[config.mk]
export PLATFORM = sky130hd
export DESIGN_NAME = alu_op_issuer
export DESIGN_NICKNAME = d
export VERILOG_FILES = /design/src/rtl/alu_pkg.sv /design/src/rtl/op_fifo.sv /design/src/rtl/alu_op_issuer.sv
export SDC_FILE = /design/constraint.sdc
export NUM_CORES = 1
export LEC_CHECK = 0
export ABC_AREA = 1
export CAP_MARGIN = 20
export CORE_ASPECT_RATIO = 0.7
export CORE_MARGIN = 5
export CORE_UTILIZATION = 45
export CTS_BUF_LIST = sky130_fd_sc_hd__clkbuf_2 sky130_fd_sc_hd__clkbuf_4 sky130_fd_sc_hd__clkbuf_8
export DETAILED_ROUTE_END_ITERATION = 16
export PLACE_DENSITY_LB_ADDON = 0.08
export RECOVER_POWER = 25
export REMOVE_ABC_BUFFERS = 1
export SKIP_LAST_GASP = 1
export SLEW_MARGIN = 20
export SYNTH_ARGS = -nofsm -noshare
export SYNTH_HDL_FRONTEND = slang
export SYNTH_SLANG_ARGS = --single-unit
[constraint.sdc]
create_clock -name clk -period 3.75 [get_ports clk]
set_input_delay 0.75 -clock clk [delete_from_list [all_inputs] [get_ports clk]]
set_output_delay 0.75 -clock clk [all_outputs]
set_load 0.03 [all_outputs]
[src/rtl/alu_pkg.sv]
// Shared definitions for the add/sub control unit command path:
// mode encodings, issuer FSM state encoding and a saturating adder.
package alu_pkg;

    localparam logic [1:0] MODO_NOP = 2'b00;
    localparam logic [1:0] MODO_ADD = 2'b01;
    localparam logic [1:0] MODO_SUB = 2'b10;
    localparam logic [1:0] MODO_CLR = 2'b11;

    typedef enum logic [1:0] {
        IDLE  = 2'd0,
        ISSUE = 2'd1,
        PAUSE = 2'd2
    } issuer_state_t;

    // 16-bit add that sticks at all-ones instead of wrapping
    function automatic logic [15:0] sat_add16(input logic [15:0] a, input logic [15:0] b);
        logic [16:0] sum;
        sum = {1'b0, a} + {1'b0, b};
        return sum[16] ? 16'hFFFF : sum[15:0];
    endfunction

endpackage

[src/rtl/op_fifo.sv]
// Request buffer for the issuer: DEPTH entries of DW bits with exact
// occupancy. Reads come only from stored entries (no fall-through), a push
// into a full buffer is dropped even if a pop happens in the same cycle, and
// flush empties the buffer with priority over push and pop.
module op_fifo #(
    parameter int DEPTH = 4,
    parameter int DW    = 10
) (
    input  logic                     clk,
    input  logic                     reset,
    input  logic                     push,
    input  logic [DW-1:0]            push_data,
    input  logic                     pop,
    input  logic                     flush,
    output logic [DW-1:0]            pop_data,
    output logic                     full,
    output logic                     empty,
    output logic [$clog2(DEPTH):0]   level
);

    localparam int AW = $clog2(DEPTH);

    logic [DW-1:0] mem [DEPTH];
    logic [AW-1:0] wr_ptr;
    logic [AW-1:0] rd_ptr;
    logic [AW:0]   count;
    logic          do_push;
    logic          do_pop;

    assign full     = (count == (AW+1)'(DEPTH));
    assign empty    = (count == '0);
    assign level    = count;
    assign pop_data = mem[rd_ptr];
    assign do_push  = push && !full && !flush;
    assign do_pop   = pop && !empty && !flush;

    // Pointers and occupancy; pointers wrap naturally since DEPTH is a power of two
    always_ff @(posedge clk or posedge reset) begin
        if (reset) begin
            wr_ptr <= '0;
            rd_ptr <= '0;
            count  <= '0;
        end else if (flush) begin
            wr_ptr <= '0;
            rd_ptr <= '0;
            count  <= '0;
        end else begin
            if (do_push) wr_ptr <= wr_ptr + 1'b1;
            if (do_pop)  rd_ptr <= rd_ptr + 1'b1;
            case ({do_push, do_pop})
                2'b10:   count <= count + 1'b1;
                2'b01:   count <= count - 1'b1;
                default: count <= count;
            endcase
        end
    end

    // Storage array, written only on an accepted push
    always_ff @(posedge clk) begin
        if (do_push) mem[wr_ptr] <= push_data;
    end

endmodule

[src/rtl/alu_op_issuer.sv]
// Command stage for the 4-bit add/sub unit: buffers requests, issues one per
// cycle as registered enb/modo/A/B and flags res_valid when Q/RCO hold the
// result. Optional per-mode statistics counters with ISSUER_STATS_EN.
module alu_op_issuer
    import alu_pkg::*;
#(
    parameter int DEPTH = 4,
    parameter int WIDTH = 4
) (
    input  logic                     clk,
    input  logic                     reset,
    input  logic                     cmd_valid,
    output logic                     cmd_ready,
    input  logic [1:0]               cmd_modo,
    input  logic [WIDTH-1:0]         cmd_a,
    input  logic [WIDTH-1:0]         cmd_b,
    input  logic                     hold,
    input  logic                     flush,
    output logic                     enb,
    output logic [1:0]               modo,
    output logic [WIDTH-1:0]         A,
    output logic [WIDTH-1:0]         B,
    output logic                     res_valid,
    output logic [$clog2(DEPTH):0]   level
`ifdef ISSUER_STATS_EN
    ,
    output logic [15:0]              n_add,
    output logic [15:0]              n_sub,
    output logic [15:0]              n_clr,
    output logic [15:0]              n_drop
`endif
);

    localparam int LW = $clog2(DEPTH) + 1;
    localparam int DW = 2 + 2 * WIDTH;

    issuer_state_t   state;
    issuer_state_t   next_state;
    logic            push;
    logic            pop;
    logic            full;
    logic            empty;
    logic [DW-1:0]   pop_data;
    logic [1:0]      entry_modo;
    logic [WIDTH-1:0] entry_a;
    logic [WIDTH-1:0] entry_b;

    assign cmd_ready  = !reset && !full && !flush;
    assign push       = cmd_valid && cmd_ready;
    assign entry_modo = pop_data[DW-1 -: 2];
    assign entry_a    = pop_data[2*WIDTH-1 -: WIDTH];
    assign entry_b    = pop_data[WIDTH-1:0];

    op_fifo #(
        .DEPTH (DEPTH),
        .DW    (DW)
    ) u_fifo (
        .clk       (clk),
        .reset     (reset),
        .push      (push),
        .push_data ({cmd_modo, cmd_a, cmd_b}),
        .pop       (pop),
        .flush     (flush),
        .pop_data  (pop_data),
        .full      (full),
        .empty     (empty),
        .level     (level)
    );

    // State register for the issue FSM
    always_ff @(posedge clk or posedge reset) begin
        if (reset) state <= IDLE;
        else       state <= next_state;
    end

    // Next state and pop decision; IDLE pops on its way out so a fresh request issues one edge after accept
    always_comb begin
        next_state = state;
        pop        = 1'b0;
        if (flush) begin
            next_state = IDLE;
        end else begin
            case (state)
                IDLE: begin
                    if (!empty && !hold) begin
                        pop        = 1'b1;
                        next_state = ISSUE;
                    end
                end
                ISSUE: begin
                    if (hold) begin
                        next_state = PAUSE;
                    end else if (empty) begin
                        next_state = IDLE;
                    end else begin
                        pop = 1'b1;
                        if (level == LW'(1) && !push) next_state = IDLE;
                    end
                end
                PAUSE: begin
                    if (!hold) next_state = empty ? IDLE : ISSUE;
                end
                default: next_state = IDLE;
            endcase
        end
    end

    // Issue registers and the one-cycle res_valid delay behind enb
    always_ff @(posedge clk or posedge reset) begin
        if (reset) begin
            enb       <= 1'b0;
            modo      <= MODO_NOP;
            A         <= '0;
            B         <= '0;
            res_valid <= 1'b0;
        end else begin
            res_valid <= enb;
            if (pop && entry_modo != MODO_NOP) begin
                enb  <= 1'b1;
                modo <= entry_modo;
                A    <= entry_a;
                B    <= entry_b;
            end else begin
                enb  <= 1'b0;
            end
        end
    end

`ifdef ISSUER_STATS_EN
    // Saturating counters: issued ops per mode, and entries lost to flush or no-ops
    always_ff @(posedge clk or posedge reset) begin
        if (reset) begin
            n_add  <= '0;
            n_sub  <= '0;
            n_clr  <= '0;
            n_drop <= '0;
        end else if (flush) begin
            n_drop <= sat_add16(n_drop, 16'(level));
        end else if (pop) begin
            case (entry_modo)
                MODO_ADD: n_add  <= sat_add16(n_add, 16'd1);
                MODO_SUB: n_sub  <= sat_add16(n_sub, 16'd1);
                MODO_CLR: n_clr  <= sat_add16(n_clr, 16'd1);
                default:  n_drop <= sat_add16(n_drop, 16'd1);
            endcase
        end
    end
`endif

endmodule
After elaboration in Yosys (flattened, before gate mapping) --
Memories as Yosys holds them, arrays and structs flattened. Index checks and enable logic that the tools add are counted.
Storage, ports and cells: memory bits (writable) 40, memories 1, flip-flop bits (word level) 21, input port bits 15, output and inout bits 16, word-level logic and storage cells 68
Cells by class: equal/unequal tests 9, reductions and logical operators 23, $add $sub $neg 4, mux-type cells 22
Memories:
- u_fifo.mem | words 4, width 10, read ports 1, clocked after memory_dff 0, wr ports 1, RTL line op_fifo.sv:23 | logic [DW-1:0] mem [DEPTH];
Operators with widths (number):
- 2-bit two-way mux | 10
- 1-bit logical AND | 10
- 1-bit two-way mux | 8
- 1-bit logical NOT | 6
- 3-bit inequality test (second input constant) | 2
- 2-bit one-hot mux with 3 select lines | 1
- 3-bit one-hot mux with 2 select lines | 1
- 2-bit nonzero test | 3
- 5-bit inequality test (second input constant) | 1
- 2-bit by 1-bit adder with 2-bit output (second input constant) | 2
- 2-bit by 1-bit == test with 1-bit output (second input constant) | 2
- 2-bit == test (second input constant) | 2
- 3-bit by 1-bit adder with 3-bit output (second input constant) | 1
- 3-bit by 1-bit == test with 1-bit output (second input constant) | 1
- 3-bit == test (second input constant) | 1
- 3-bit logical NOT | 1
- 3-bit two-way mux | 1
- 3-bit AND reduction | 1
- 3-bit nonzero test | 1
- 3-bit by 1-bit subtractor with 3-bit output (second input constant) | 1
- 2-bit logical NOT | 1
- 1-bit one-hot mux with 2 select lines | 1

Depth between registers and ports, before layout --
word-level depth 12, depth in mapped cells 9, gate-level depth less buffers 9

Modules after synthesis --
A second synthesis with hierarchy kept.
Second synthesis, totals: cell total of the unflattened synthesis 236, area, all modules 2601.2 um^2
Modules (own cells, without submodules):
- op_fifo | sequential area each 1376.3 um^2, cells each 164, times used 1, area each 1973.1 um^2
- alu_op_issuer | sequential area each 350.3 um^2, cells each 72, times used 1, area each 628.1 um^2

Worst setup path before layout --
No wires, ideal clock.
path kind reg-to-output, start register u_fifo.count[0] (netlist: u_fifo.level[0]), end output port cmd_ready, arrival 1.336 ns, setup slack 1.664 ns, path buffers 0, stages on the path, launching flop included 6, required time 3.000 ns, cells stage by stage dfrtp_1 -> inv_1 -> ha_1 -> nand2_1 -> nand2_1 -> inv_1
Between the ends: longest elaborated chain between the ends 4
RTL lines:
- start, declared | RTL line op_fifo.sv:26 | logic [AW:0] count;
- start signal, assigned | RTL line op_fifo.sv:51 | 2'b10: count <= count + 1'b1;
- start signal, assigned | RTL line op_fifo.sv:52 | 2'b01: count <= count - 1'b1;
- start signal, assigned | RTL line op_fifo.sv:53 | default: count <= count;
- 3-bit == test | RTL line op_fifo.sv:30 | assign full = (count == (AW+1)'(DEPTH));
- 1-bit logical NOT | RTL line alu_op_issuer.sv:48 | assign cmd_ready = !reset && !full && !flush;
- 1-bit logical AND (2 in a row) | RTL line alu_op_issuer.sv:48
- end, declared | RTL line alu_op_issuer.sv:13 | output logic cmd_ready,
Every way passes these cells.

Worst setup path in the final report --
start input port flush, end output port cmd_ready
Between the ends: longest elaborated chain between the ends 2
RTL lines:
- start, declared | RTL line alu_op_issuer.sv:18 | input logic flush,
- 1-bit logical NOT | RTL line alu_op_issuer.sv:48
- 1-bit logical AND | RTL line alu_op_issuer.sv:48
Every way passes these cells.

==> flow_summary_export.csv <==
group,metric,value,unit
run_status,run_status,"complete, no violations",
detailed_routing,wire_per_inst,14.5,µm
layout,area_delta_synth_final,22.6,%
place,portBuffers,30,
clock_tree,htreeDepth,3,
global_routing,grt_pass1_vias,1620,
timing,fin_skew,5.52,ps
timing,fin_setup_tns,0,ps
timing,hold_ws,389,ps
floorplan,die_area,7490,µm²
timing,final.period_utilization,82.4,%
timing,drv_slew,0,
worst_setup_path,reg2reg_from,"u_fifo.rd_ptr[0]",
global_routing,antenna_found_initial,0,
yosys,synth_edf_count,40,
detailed_routing,final_antenna_net_count,0,
floorplan,die_x,101,µm
power_and_ir_drop,cellPowerDensity,690,nW/µm²
yosys,synthCells,223,
power_and_ir_drop,p_int,1470,µW
global_routing,grt_max_degree,23,
layout,num-nets-final,285,
worst_setup_path,crit_end,"cmd_ready",
yosys,ys_seq_elements,61,
power_and_ir_drop,p_switching,750,µW
floorplan,initial_core_util,46.1,%
global_routing,overflow,0,
floorplan,coreArea,5700,µm²
detailed_routing,dr.first_iter.drc_count,96,
clock_tree,cts-root-buf,"clkbuf_8",
clock_tree,post_cts_resized,0,
timing,setup_violations,0,
timing,slew-limit-headroom,44.4,%
detailed_routing,first_pass_iters,4,
floorplan,rows,23,
detailed_routing,drc,0,
worst_setup_path,cp.arrival,2340,ps
yosys,synth_largest_area_cell,"edfxtp_1",
min_path,hp-class,"flip-flop to flip-flop",
yosys,yosysWarnings,0,
yosys,synthTopCellsByArea,"edfxtp_1 (46%), dfrtp_1 (20%), nand2_1 (4.9%)",
global_routing,grt_first_pass_wirelength,8300,µm
floorplan,fp.dieH,73.9,µm
yosys,avgSynthCellArea,11.8,µm²
layout,drive_above_1_share,14.6,%
worst_setup_path,crit_type,"primary input to output pin",
layout,fillers,498,
clock_tree,cts_buffer_depth,2,
power_and_ir_drop,pwr-share-clk,27.3,%
worst_setup_path,r2r_slack,1800,ps
place,dp.final_hpwl,3420,µm
power_and_ir_drop,p_seq_share,39.8,%
detailed_routing,wirelength,4960,µm
layout,n_antenna_cell,0,
worst_setup_path,crit_start,"flush",
worst_setup_path,required,3000,ps
worst_setup_path,end_kind,"output pin",
yosys,ys_top_cells_by_count,"edfxtp_1 (40), nand2_1 (34), nor2_1 (27)",
timing,max_freq,0.324,GHz
yosys,netlist.area_leader.share,45.7,%
worst_setup_path,ff2ff_path_depth,8,
clock_tree,cts_made_buffers,9,
timing,rsz0062_at_grt,"no",
worst_setup_path,crit_path_max_fanout,4,
yosys,syn_area,2630,µm²
yosys,synth_ff_type,"edfxtp_1",
timing,hold_viol,0,
power_and_ir_drop,p_sw_share,33.7,%
power_and_ir_drop,power,2220,µW
global_routing,groute.usage.overall,14.9,%
yosys,ys_seq_area_share,65.7,%
power_and_ir_drop,p_leak,0.00129,µW
clock_tree,clk_pin_slew,60,ps
yosys,synthArstFlopShare,34.4,%
worst_setup_path,reg2reg_to,"B[1]",
timing,worstMarginPinSlew,832,ps
clock_tree,cts_tree,"yes",
yosys,yosysMostFrequentCell,"edfxtp_1",
clock_tree,cts_hold_buf,0,
timing,finalCriticalPeriod,3090,ps
clock_tree,clock_latency,330,ps
clock_tree,cts_sinks,61,
detailed_routing,viasPerCell,4.94,
floorplan,ios,31,
yosys,ys_types,24,
power_and_ir_drop,share_comb_of_total_power,33.0,%
detailed_routing,num_vias,1689,
run,drv_cap,0,
power_and_ir_drop,ir_worst_vdd,0.000255,V
clock_tree,post_cts_buffers,0,
worst_setup_path,worstSetupStartpointType,"primary input",
place,gp_congestion,0.840,
metrics by stage:
stage	std cells	utilization [%]	cell area [µm²]	setup slack, ps
final	342	56.6	3220	661
after floorplan	216	-	2580	1660
after global routing	342	56.6	3220	609
after CTS	342	56.6	3220	657
after global placement	326	52.9	3010	675
after detailed placement	326	52.9	3010	659
flip-flops by register name, summed over array words and instances (netlist names):
signal / count
modo: 2
u_fifo.wr_ptr: 2
u_fifo.level: 3
enb: 1
state: 2
u_fifo.mem: 40
res_valid: 1
B: 4
A: 4
u_fifo.rd_ptr: 2
per-layer routing:
| layer | share of wire (%) | track usage [%] | routed length (µm) |
|---|---|---|---|
| met1 | 52 | 22.4 | 2570 |
| met4 | 1.1 | 4.87 | 53 |
| met2 | 41 | 19.7 | 2010 |
| met3 | 6.3 | 5.81 | 314 |
| met5 | 0 | 0 | 0 |
critical path, stage by stage:
cell	delay, ps
clkdlybuf4s50_1	550
nor2_2	230
nand2_1	90
inv_1	60
clkdlybuf4s50_1	650
placed cells by master, fill, tap and decap left out, types with 9 or more instances in the layout:
cell type        synthesis  final
o21ai_0                 23     23
nand2_1                 34     34
clkbuf_8                 0      9
o22ai_1                 10     10
nor2_1                  27     27
dfrtp_1                 21     21
clkdlybuf4s50_1          0     21
dlygate4sd3_1            0      9
edfxtp_1                40     40
inv_1                   15     15
power by group through the flow:
stage / Clock (µW) / Sequential, µW / Combinational [µW]
3_5_place_dp: 0 / 899 / 740
5_1_grt: 654 / 900 / 803
3_3_place_gp: 0 / 892 / 736
2_1_floorplan: 0 / 1050 / 316
4_1_cts: 622 / 885 / 742
6_report: 606 / 884 / 733
cell families after synthesis:
logic type	share of synthesized area, %
adder cells (fa/ha/maj)	3.81
flip-flops	65.7
buffers and inverters	4.33
AND/OR/NAND/NOR	17.1
XOR/XNOR	0.666
AO/OA/AOI/OAI	8.38
final cells by class:
| class | count | area (µm²) | area share (%) |
|---|---|---|---|
| Multi-Input combinational cell | 137 | 788 | 24.5 |
| Clock inverter | 6 | 77.6 | 2.41 |
| Tap cell | 75 | 93.8 | 2.91 |
| Timing Repair Buffer | 35 | 338 | 10.5 |
| Clock buffer | 10 | 131 | 4.08 |
| Sequential cell | 61 | 1730 | 53.6 |
| Inverter | 18 | 67.6 | 2.10 |
worst min-delay path by stage:
stage,slack [ps],end,cells after the start,startpoint
after global placement,360,res_valid,0,enb
after detailed placement,380,res_valid,0,enb
after CTS,390,res_valid,0,enb
after floorplan,510,state[1],2,state[1]
after global routing,410,res_valid,0,enb
final,390,res_valid,0,enb
(Power assumes the default switching activity.)
